==> src/rtl/rom_arb_pkg.sv <==
// Shared types and helpers for the ROM burst arbiter: address/data widths,
// FSM state encoding and the round-robin winner search.
package rom_arb_pkg;

  localparam int AW     = 5;  // ROM address width
  localparam int DW     = 4;  // ROM data width
  localparam int LENW   = 2;  // burst length-minus-one field width
  localparam int MAXREQ = 4;  // largest supported requester count
  localparam int IDXW   = 2;  // requester index width, sized for MAXREQ

  typedef enum logic {
    IDLE,
    BURST
  } state_t;

  typedef struct packed {
    logic            found;
    logic [IDXW-1:0] idx;
  } pick_t;

  // First set request scanning upward from ptr, wrapping modulo nreq.
  function automatic pick_t rr_pick(input logic [MAXREQ-1:0] req,
                                    input logic [IDXW-1:0]   ptr,
                                    input int                nreq);
    pick_t           p;
    logic [IDXW-1:0] cand;
    p = '0;
    for (int i = 0; i < MAXREQ; i++) begin
      if (i < nreq) begin
        cand = IDXW'((int'(ptr) + i) % nreq);
        if (!p.found && req[cand]) begin
          p.found = 1'b1;
          p.idx   = cand;
        end
      end
    end
    return p;
  endfunction

endpackage

==> src/rtl/rominfr.sv <==
// 32x4 ROM with a registered output; the output register only loads when en
// is high, so it holds its last word while the ROM is idle.
module rominfr (
  input  logic       clk,
  input  logic       en,
  input  logic [4:0] addr,
  output logic [3:0] data
);

  localparam logic [3:0] ROM [32] = '{
    4'h2, 4'h2, 4'hE, 4'h2, 4'h4, 4'hA, 4'hC, 4'h0,
    4'hA, 4'h2, 4'hE, 4'h2, 4'h4, 4'hA, 4'hC, 4'h0,
    4'h7, 4'h7, 4'hB, 4'h7, 4'h1, 4'hF, 4'h9, 4'h5,
    4'hF, 4'h7, 4'hB, 4'h7, 4'h1, 4'hF, 4'h9, 4'h5
  };

  // Registered read, one cycle of latency.
  // NOTE: the ROM output register has no reset; its value only matters when
  // the consumer's valid says so, and leaving it unreset keeps it a plain
  // block-RAM style register.
  always_ff @(posedge clk) begin
    if (en) data <= ROM[addr];
  end

endmodule

==> src/rtl/rom_burst_arbiter.sv <==
// Round-robin arbiter and burst sequencer sharing one registered-output ROM
// between NREQ requesters. A granted requester receives 1..4 consecutive
// words, tagged by a one-hot rvalid aligned with the ROM output register.
module rom_burst_arbiter #(
  parameter int NREQ = 2,
  parameter int AW   = 5,
  parameter int DW   = 4
) (
  input  logic              clk,
  input  logic              rst,
  input  logic [NREQ-1:0]   req,
  input  logic [NREQ*AW-1:0] addr,
  input  logic [NREQ*2-1:0] len,
  output logic [NREQ-1:0]   gnt,
  output logic [NREQ-1:0]   rvalid,
  output logic              rlast,
  output logic [DW-1:0]     rdata,
  output logic              busy
);

  import rom_arb_pkg::*;

  // Burst state
  state_t          state_q, state_d;
  logic [IDXW-1:0] owner_q, owner_d;
  logic [AW-1:0]   cur_addr_q, cur_addr_d;
  logic [LENW-1:0] remain_q, remain_d;
  logic [IDXW-1:0] rr_ptr_q, rr_ptr_d;
  logic [NREQ-1:0] gnt_d;

  // Read-return pipeline stage, aligned with the ROM output register
  logic            p_valid;
  logic [IDXW-1:0] p_owner;
  logic            p_last;

  // Arbitration
  pick_t           win;
  logic [AW-1:0]   sel_addr;
  logic [LENW-1:0] sel_len;
  logic            rom_en;

  assign win    = rr_pick(MAXREQ'(req), rr_ptr_q, NREQ);
  assign rom_en = (state_q == BURST);
  assign busy   = (state_q == BURST);

  // Pick out the winner's base address and length from the flat buses.
  // NOTE: every signal written in an always_comb gets a default first, so no
  // path through the block can leave it unassigned and infer a latch.
  always_comb begin
    sel_addr = '0;
    sel_len  = '0;
    for (int i = 0; i < NREQ; i++) begin
      if (win.idx == IDXW'(i)) begin
        sel_addr = addr[i*AW +: AW];
        sel_len  = len[i*LENW +: LENW];
      end
    end
  end

  // Next-state logic: accept a burst in IDLE, walk addresses in BURST.
  always_comb begin
    state_d    = state_q;
    owner_d    = owner_q;
    cur_addr_d = cur_addr_q;
    remain_d   = remain_q;
    rr_ptr_d   = rr_ptr_q;
    gnt_d      = '0;
    case (state_q)
      IDLE: begin
        if (win.found) begin
          state_d    = BURST;
          owner_d    = win.idx;
          cur_addr_d = sel_addr;
          remain_d   = sel_len;
          for (int i = 0; i < NREQ; i++) gnt_d[i] = (win.idx == IDXW'(i));
        end
      end
      BURST: begin
        cur_addr_d = cur_addr_q + 1'b1;  // wraps 31 -> 0 in AW bits
        remain_d   = remain_q - 1'b1;
        if (remain_q == '0) begin
          state_d  = IDLE;
          rr_ptr_d = (owner_q == IDXW'(NREQ - 1)) ? '0 : owner_q + 1'b1;
        end
      end
      default: state_d = IDLE;
    endcase
  end

  // State register; gnt is registered so it pulses in the first BURST cycle.
  // NOTE: sequential state uses non-blocking assignments so every register
  // samples the pre-edge value of the others, independent of statement order.
  always_ff @(posedge clk) begin
    if (rst) begin
      state_q    <= IDLE;
      owner_q    <= '0;
      cur_addr_q <= '0;
      remain_q   <= '0;
      rr_ptr_q   <= '0;
      gnt        <= '0;
    end else begin
      state_q    <= state_d;
      owner_q    <= owner_d;
      cur_addr_q <= cur_addr_d;
      remain_q   <= remain_d;
      rr_ptr_q   <= rr_ptr_d;
      gnt        <= gnt_d;
    end
  end

  // Tag each issued word with its owner and last flag for the return cycle.
  always_ff @(posedge clk) begin
    if (rst) begin
      p_valid <= 1'b0;
      p_owner <= '0;
      p_last  <= 1'b0;
    end else begin
      p_valid <= (state_q == BURST);
      p_owner <= owner_q;
      p_last  <= (remain_q == '0);
    end
  end

  // Return strobes; masked by rst so a word in flight when reset asserts is
  // never reported.
  always_comb begin
    rvalid = '0;
    for (int i = 0; i < NREQ; i++) begin
      rvalid[i] = p_valid && !rst && (p_owner == IDXW'(i));
    end
    rlast = p_valid && p_last && !rst;
  end

  rominfr u_rom (
    .clk  (clk),
    .en   (rom_en),
    .addr (cur_addr_q),
    .data (rdata)
  );

endmodule
==> config.mk <==
export PLATFORM = sky130hd
export DESIGN_NAME = rom_burst_arbiter
export DESIGN_NICKNAME = d
export VERILOG_FILES = /design/src/rtl/rom_arb_pkg.sv /design/src/rtl/rominfr.sv /design/src/rtl/rom_burst_arbiter.sv
export SDC_FILE = /design/constraint.sdc
export NUM_CORES = 1
export LEC_CHECK = 0
export BUFFER_PORTS_ARGS = -buffer_cell sky130_fd_sc_hd__buf_2
export CORE_ASPECT_RATIO = 0.8
export CORE_MARGIN = 2
export CORE_UTILIZATION = 35
export CTS_CLUSTER_DIAMETER = 150
export DETAILED_ROUTE_END_ITERATION = 10
export PLACE_DENSITY = 0.57
export SYNTH_ARGS = -nofsm -noshare
export SYNTH_HDL_FRONTEND = slang
export SYNTH_SLANG_ARGS = --single-unit
export TNS_END_PERCENT = 50
==> constraint.sdc <==
create_clock -name clk -period 2.98 [get_ports clk]
set_clock_uncertainty 0.15 [all_clocks]
set_input_delay 0 -clock clk [delete_from_list [all_inputs] [get_ports clk]]
set_output_delay 0 -clock clk [all_outputs]
set_load 0.05 [all_outputs]
## Word level (Yosys, flattened, before mapping)

Memory sizes are Yosys's and may differ from the RTL's. A register that Yosys moved wholly into a read port is not among the register bits.
Index checks and enable logic that the tools add are counted.

| operators by class | value |
|---|---|
| bitwise logic cells | 4 |
| order comparisons | 2 |
| equal/unequal tests | 4 |
| $add $sub $neg | 4 |
| divide/modulo/power cells | 0 |
| mux-type cells | 18 |
| reductions and logical operators | 14 |
| multipliers | 0 |
| shifts and indexed selects | 0 |

Operators by type and width:

| kind | number |
|---|---|
| 2-to-1 mux 5 bit | 3 |
| case mux 5 bit (2 select lines) | 1 |
| equality test 2 x 1 -> 1 bit (second input constant) | 3 |
| logical AND 1 bit | 6 |
| logical NOT 2 bit | 3 |
| 2-to-1 mux 1 bit | 6 |
| 2-to-1 mux 2 bit | 3 |
| 2-to-1 mux 3 bit | 2 |
| inverter 5 -> 6 bit | 1 |
| adder 5 x 1 -> 5 bit (second input constant) | 1 |
| case mux 2 bit (2 select lines) | 1 |
| AND reduction 2 bit | 2 |
| less-than comparator 1 x 3 -> 1 bit (second input constant) | 1 |
| less-than comparator 2 x 3 -> 1 bit (second input constant) | 1 |
| OR reduction 3 bit | 1 |
| adder 1 bit (second input constant) | 2 |
| binary-select mux 1 bit (select 2 bit) | 1 |
| logical NOT 1 bit | 2 |
| inequality test 2 bit (second input constant) | 1 |
| inverter 1 bit | 2 |
| case mux 1 bit (2 select lines) | 1 |
| subtractor 2 x 1 -> 2 bit (second input constant) | 1 |
| bitwise AND 1 bit (first input constant) | 1 |

| storage, ports and cells | value |
|---|---|
| bits in writable memories | 0 |
| word-level logic and storage cells | 56 |
| latch bits | 0 |
| bits in read-only memories | 128 |
| memories kept | 1 |
| bits in registers | 17 |
| input bits | 18 |
| output and inout bits | 10 |

Memories:

| name | depth | bits a word | read ports | clocked after Yosys merged registers in | wr ports | line | RTL |
|---|---|---|---|---|---|---|---|
| (no name shown) | 32 | 4 | 1 | 1 | 0 | rominfr.sv:22 | `if (en) data <= ROM[addr];` |

## Logic depth before layout (Yosys ltp)

| depth | value |
|---|---|
| depth after elaboration | 11 |
| depth in mapped cells | 5 |
| gate-level depth less buffers | 5 |

## Modules after synthesis

A second synthesis with hierarchy kept.

| unflattened totals | value |
|---|---|
| cell total of the unflattened synthesis | 110 |
| area total of the unflattened synthesis | 1042.2 um^2 |

Modules (own cells, without submodules):

| module | instances | cells an instance | area an instance (um^2) | seq. area each (um^2) |
|---|---|---|---|---|
| rom_burst_arbiter | 1 | 90 | 783.3 | 300.3 |
| rominfr | 1 | 20 | 259.0 | 120.1 |

## Worst setup path before layout

No wires, ideal clock.

| timing path | value |
|---|---|
| path type | reg-to-reg |
| start | register state_q (netlist: busy) |
| end | register cur_addr_q[4] |
| path buffers | 2 |
| library setup time | 74 ps |
| arrival time | 1426 ps |
| data required time | 2756 ps |
| stages on the path, launching flop included | 6 |
| path slack | 1330 ps |
| period minus slack after synthesis | 1650 ps |
| path through | dfxtp_1 buf_6 clkbuf_8 nor3b_1 a21oi_1 a31oi_1 |

| between the ends | value |
|---|---|
| longest elaborated chain between the ends | 2 |
| elaborated cells on any way between the ends | 3 |
| classes of those cells | eq/ne (1); mux (1); bitwise (1) |

Ends and longest elaborated chain:

| what | line | RTL |
|---|---|---|
| from (decl) | rom_burst_arbiter.sv:24 | `state_t state_q, state_d;` |
| from (signal assigned) | rom_burst_arbiter.sv:102 | `state_q <= state_d;` |
| inverter 1 bit (no source line) | -- |  |
| case mux 5 bit (2 select lines) / inequality test 2 bit (equally long branches) | -- |  |
| to (signal assigned) | rom_burst_arbiter.sv:104 | `cur_addr_q <= cur_addr_d;` |
| to (decl) | rom_burst_arbiter.sv:26 | `logic [AW-1:0] cur_addr_q, cur_addr_d;` |

Several ways; a longest one is shown, not always the timed one.
A chain may end at the register's enable or synchronous reset.

## Worst setup path after layout

| timing path | value |
|---|---|
| start | register state_q (netlist: busy) |
| end | register remain_q[0] |

| between the ends | value |
|---|---|
| longest elaborated chain between the ends | 2 |
| elaborated cells on any way between the ends | 3 |
| classes of those cells | eq/ne (1); mux (1); bitwise (1) |

Ends and longest elaborated chain:

| what | line | RTL |
|---|---|---|
| inverter 1 bit (no source line) | -- |  |
| case mux 2 bit (2 select lines) / inequality test 2 bit (equally long branches) | -- |  |
| to (signal assigned) | rom_burst_arbiter.sv:105 | `remain_q <= remain_d;` |
| to (decl) | rom_burst_arbiter.sv:27 | `logic [LENW-1:0] remain_q, remain_d;` |

Several ways; a longest one is shown, not always the timed one.

==> results_dict.tcl <==
set metrics [dict create \
    n_fill_cell 284 \
    cts_resized 0 \
    ys.flop_type "dfxtp_1" \
    hold_class "in -> reg" \
    initialDrtViolationCount 24 \
    coreArea_um2 2830 \
    fin_util_pct 45.6 \
    critPathRequiredTime_ns 3.04 \
    r2r_start "busy" \
    synth-seq-cells 19 \
    crit_path_end_kind "flop" \
    crit_buf_inv 1 \
    crit_fanout 17 \
    synth_top_area_share_pct 28.4 \
    numCtsBuffers 3 \
    cts_setup_buffers 0 \
    grt_pass1_wl_um 3640 \
    boundaryPins 28 \
    worstMarginPinSlew_ns 0.657 \
    hold_start "len[3]" \
    h-tree-depth 1 \
    fin_crit_sh_pct 71.4 \
    avgSynthCellArea_um2 10.7 \
    cts_tree "done" \
    gp_congestion 0.731 \
    critical_path_class "reg -> reg" \
    worst_ep_arrival_time_ns 2.19 \
    r2r_setup_slack_ns 0.85 \
    fin_crit_ns 2.13 \
    cpPeakStageDelay_ns 0.57 \
    yosys_warnings 0 \
    antenna_left 0 \
    whs_endpoint "remain_q[1]" \
    synth-edff-count 4 \
    dr.pass1.iters 4 \
    synth.distinct_cells 38 \
    diodes 0 \
    holdPathStages 4 \
    die_y_um 53.2 \
    syn-cell-area_um2 1060 \
    via_per_inst 5.09 \
    worst-path-stages 4 \
    cp-start-kind "flop" \
    syn2layout_area_growth_pct 21.9 \
    cts_hold_buf 8 \
    netlist_instances 99 \
    fmax_mhz 470 \
    clock-sinks 19 \
    num_rows 17 \
    r2r_cells 4 \
    die_w_um 65.5 \
    clkTransAtPathRegs_ns 0.08 \
    overflow 0 \
    finalNetCount 157 \
    routedWlPerCell_um 12.8 \
    layout-drive-gt1-share_pct 31.1 \
    synth_nets 123 \
    maxCapViolCount 0 \
    timing.rr.end "remain_q[0]" \
    finalSetupViolCount 0 \
    crit_chain "nor3_4 > a32oi_1 > a221oi_2 > dlygate4sd3_1" \
    crit_path_top_delay_cell "dlygate4sd3_1" \
    slew_headroom_pct 56.2 \
    ys_seq_area_share_pct 39.7 \
    initial_utilization_pct 37.4 \
    antenna_found_initial 0 \
    slew_violations 0 \
    clkLatencyLatePin_ns 0.26 \
    dieArea_um2 3480 \
    grt_pass1_vias 836 \
    route.detailed.drc 0 \
    cts_buffer_depth 2 \
    wirelength_um 2180 \
    io_buffers 27 \
    yosys.area.top_type "dfxtp_1" \
    cp_top_family "buffers and inverters" \
    async_flop_share_pct 0 \
    ir_drop_mv 0.304 \
    vias 865 \
    setup_tns_ns 0 \
    rsz0062_at_grt "false" \
    cts-root-buf "clkbuf_8" \
    grt_max_degree 20 \
    power.density_nw_per_um2 531 \
    synth_area_leaders "dfxtp_1 (28%), edfxtp_1 (11%), ha_1 (7.1%), clkbuf_8 (5.2%), a32oi_1 (4.1%)" \
    dpl.hpwl_um 1550 \
    status "finished, final reports clean" \
    p_leak_nw 0.541 \
    hold_violations 0 \
    global_route.usage.total_pct 13.8 \
]
final cells by class:
class	instances	area (um^2)	share of cell area (%)
Clock buffer	3	41.3	3.20
Clock inverter	1	5.00	0.388
Inverter	6	22.5	1.75
Multi-Input combinational cell	67	531	41.1
Sequential cell	19	420	32.6
Tap cell	38	47.5	3.69
Timing Repair Buffer	36	223	17.3
state kept, by name, summed over array words and instances, names as in the netlist:
register	count
busy	1
cur_addr_q	5
gnt	2
owner_q	1
p_last	1
p_owner	1
p_valid	1
remain_q	2
rr_ptr_q	1
u_rom.data	4
worst reg2reg max path: cells and delay by family (launching register included):
| kind | cells | cell delay [ns] |
|---|---|---|
| AO/OA/AOI/OAI | 2 | 0.34 |
| buffers and inverters | 1 | 0.57 |
| flip-flops | 1 | 0.52 |
| AND/OR/NAND/NOR | 1 | 0.50 |
layout by cell type, fill, tap and decap left out, types with 2 or more instances in the layout:
| cell type | netlist | routed |
|---|---|---|
| nor3_1 | 2 | 2 |
| nor2b_1 | 3 | 3 |
| a31oi_1 | 2 | 2 |
| o21ai_0 | 2 | 2 |
| nand3_1 | 3 | 3 |
| nand2_1 | 2 | 2 |
| nand3b_1 | 2 | 2 |
| edfxtp_1 | 4 | 4 |
| a21oi_1 | 8 | 8 |
| a32oi_1 | 5 | 5 |
| a211oi_1 | 3 | 3 |
| nand2b_1 | 3 | 3 |
| a221oi_2 | 2 | 2 |
| ha_1 | 6 | 6 |
| buf_2 | 0 | 27 |
| or2_1 | 2 | 2 |
| and3b_1 | 2 | 2 |
| dlygate4sd3_1 | 0 | 8 |
| inv_1 | 6 | 6 |
| nor2_1 | 2 | 2 |
| dfxtp_1 | 15 | 15 |
| clkbuf_8 | 4 | 3 |
| nor3b_1 | 3 | 3 |
through the flow:
| stage | hold WS [ns] | instance area (um^2) | total power, mW | setup slack [ns] | cells |
|---|---|---|---|---|---|
| 2_1_floorplan | 0.0407 | 1060 | 0.466 | 1.33 | 99 |
| 3_3_place_gp | 0.146 | 1160 | 0.494 | 1.34 | 158 |
| 3_5_place_dp | 0.163 | 1160 | 0.497 | 1.29 | 158 |
| 4_1_cts | 0.0151 | 1290 | 0.689 | 0.844 | 170 |
| 5_1_grt | 0.0433 | 1290 | 0.728 | 0.750 | 170 |
| 6_report | 0.00663 | 1290 | 0.685 | 0.852 | 170 |
cells by family after synthesis:
family | after synthesis | synth area share, %
adder cells (fa/ha/maj) | 6 | 7.09
buffers and inverters | 13 | 10.2
multiplexers | 2 | 2.01
AND/OR/NAND/NOR | 28 | 17.5
AO/OA/AOI/OAI | 31 | 23.5
flip-flops | 19 | 39.7
routing by layer:
metal | global-route usage, % | wire (um) | vias to the layer above
met3 | 5.11 | 140 | 2
met2 | 23.5 | 979 | 25
met5 | 0 | 0 | -
met1 | 16.6 | 1050 | 398
li1 | - | - | 440
met4 | 3.13 | 11 | 0
report_power, final:
part           total [mW]  internal (mW)  switching, mW
Sequential          0.323          0.293         0.0304
Combinational       0.178         0.0756          0.102
Clock               0.184         0.0931         0.0912
Total               0.685          0.461          0.224
cells in the mapped netlist, types with 2 or more instances:
master and n:
nand3b_1 2, clkbuf_8 4, and3b_1 2, nor2_1 2, nor3_1 2, a221oi_2 2
ha_1 6, nand3_1 3, a211oi_1 3, o21ai_0 2, nor3b_1 3, dfxtp_1 15
nand2b_1 3, buf_6 2, edfxtp_1 4, or2_1 2, a31oi_1 2, a21oi_1 8
inv_1 6, a32oi_1 5, nand2_1 2, nor2b_1 3
how the worst max path moves through the flow:
stage               from            end  slack [ns]
finish              busy    remain_q[0]        0.85
global placement    busy  cur_addr_q[4]        1.34
CTS                 busy    remain_q[0]        0.84
floorplan           busy  cur_addr_q[4]        1.33
detailed placement  busy  cur_addr_q[4]        1.29
global route        busy  cur_addr_q[3]        0.75
Power figures use the tool's default switching activity.
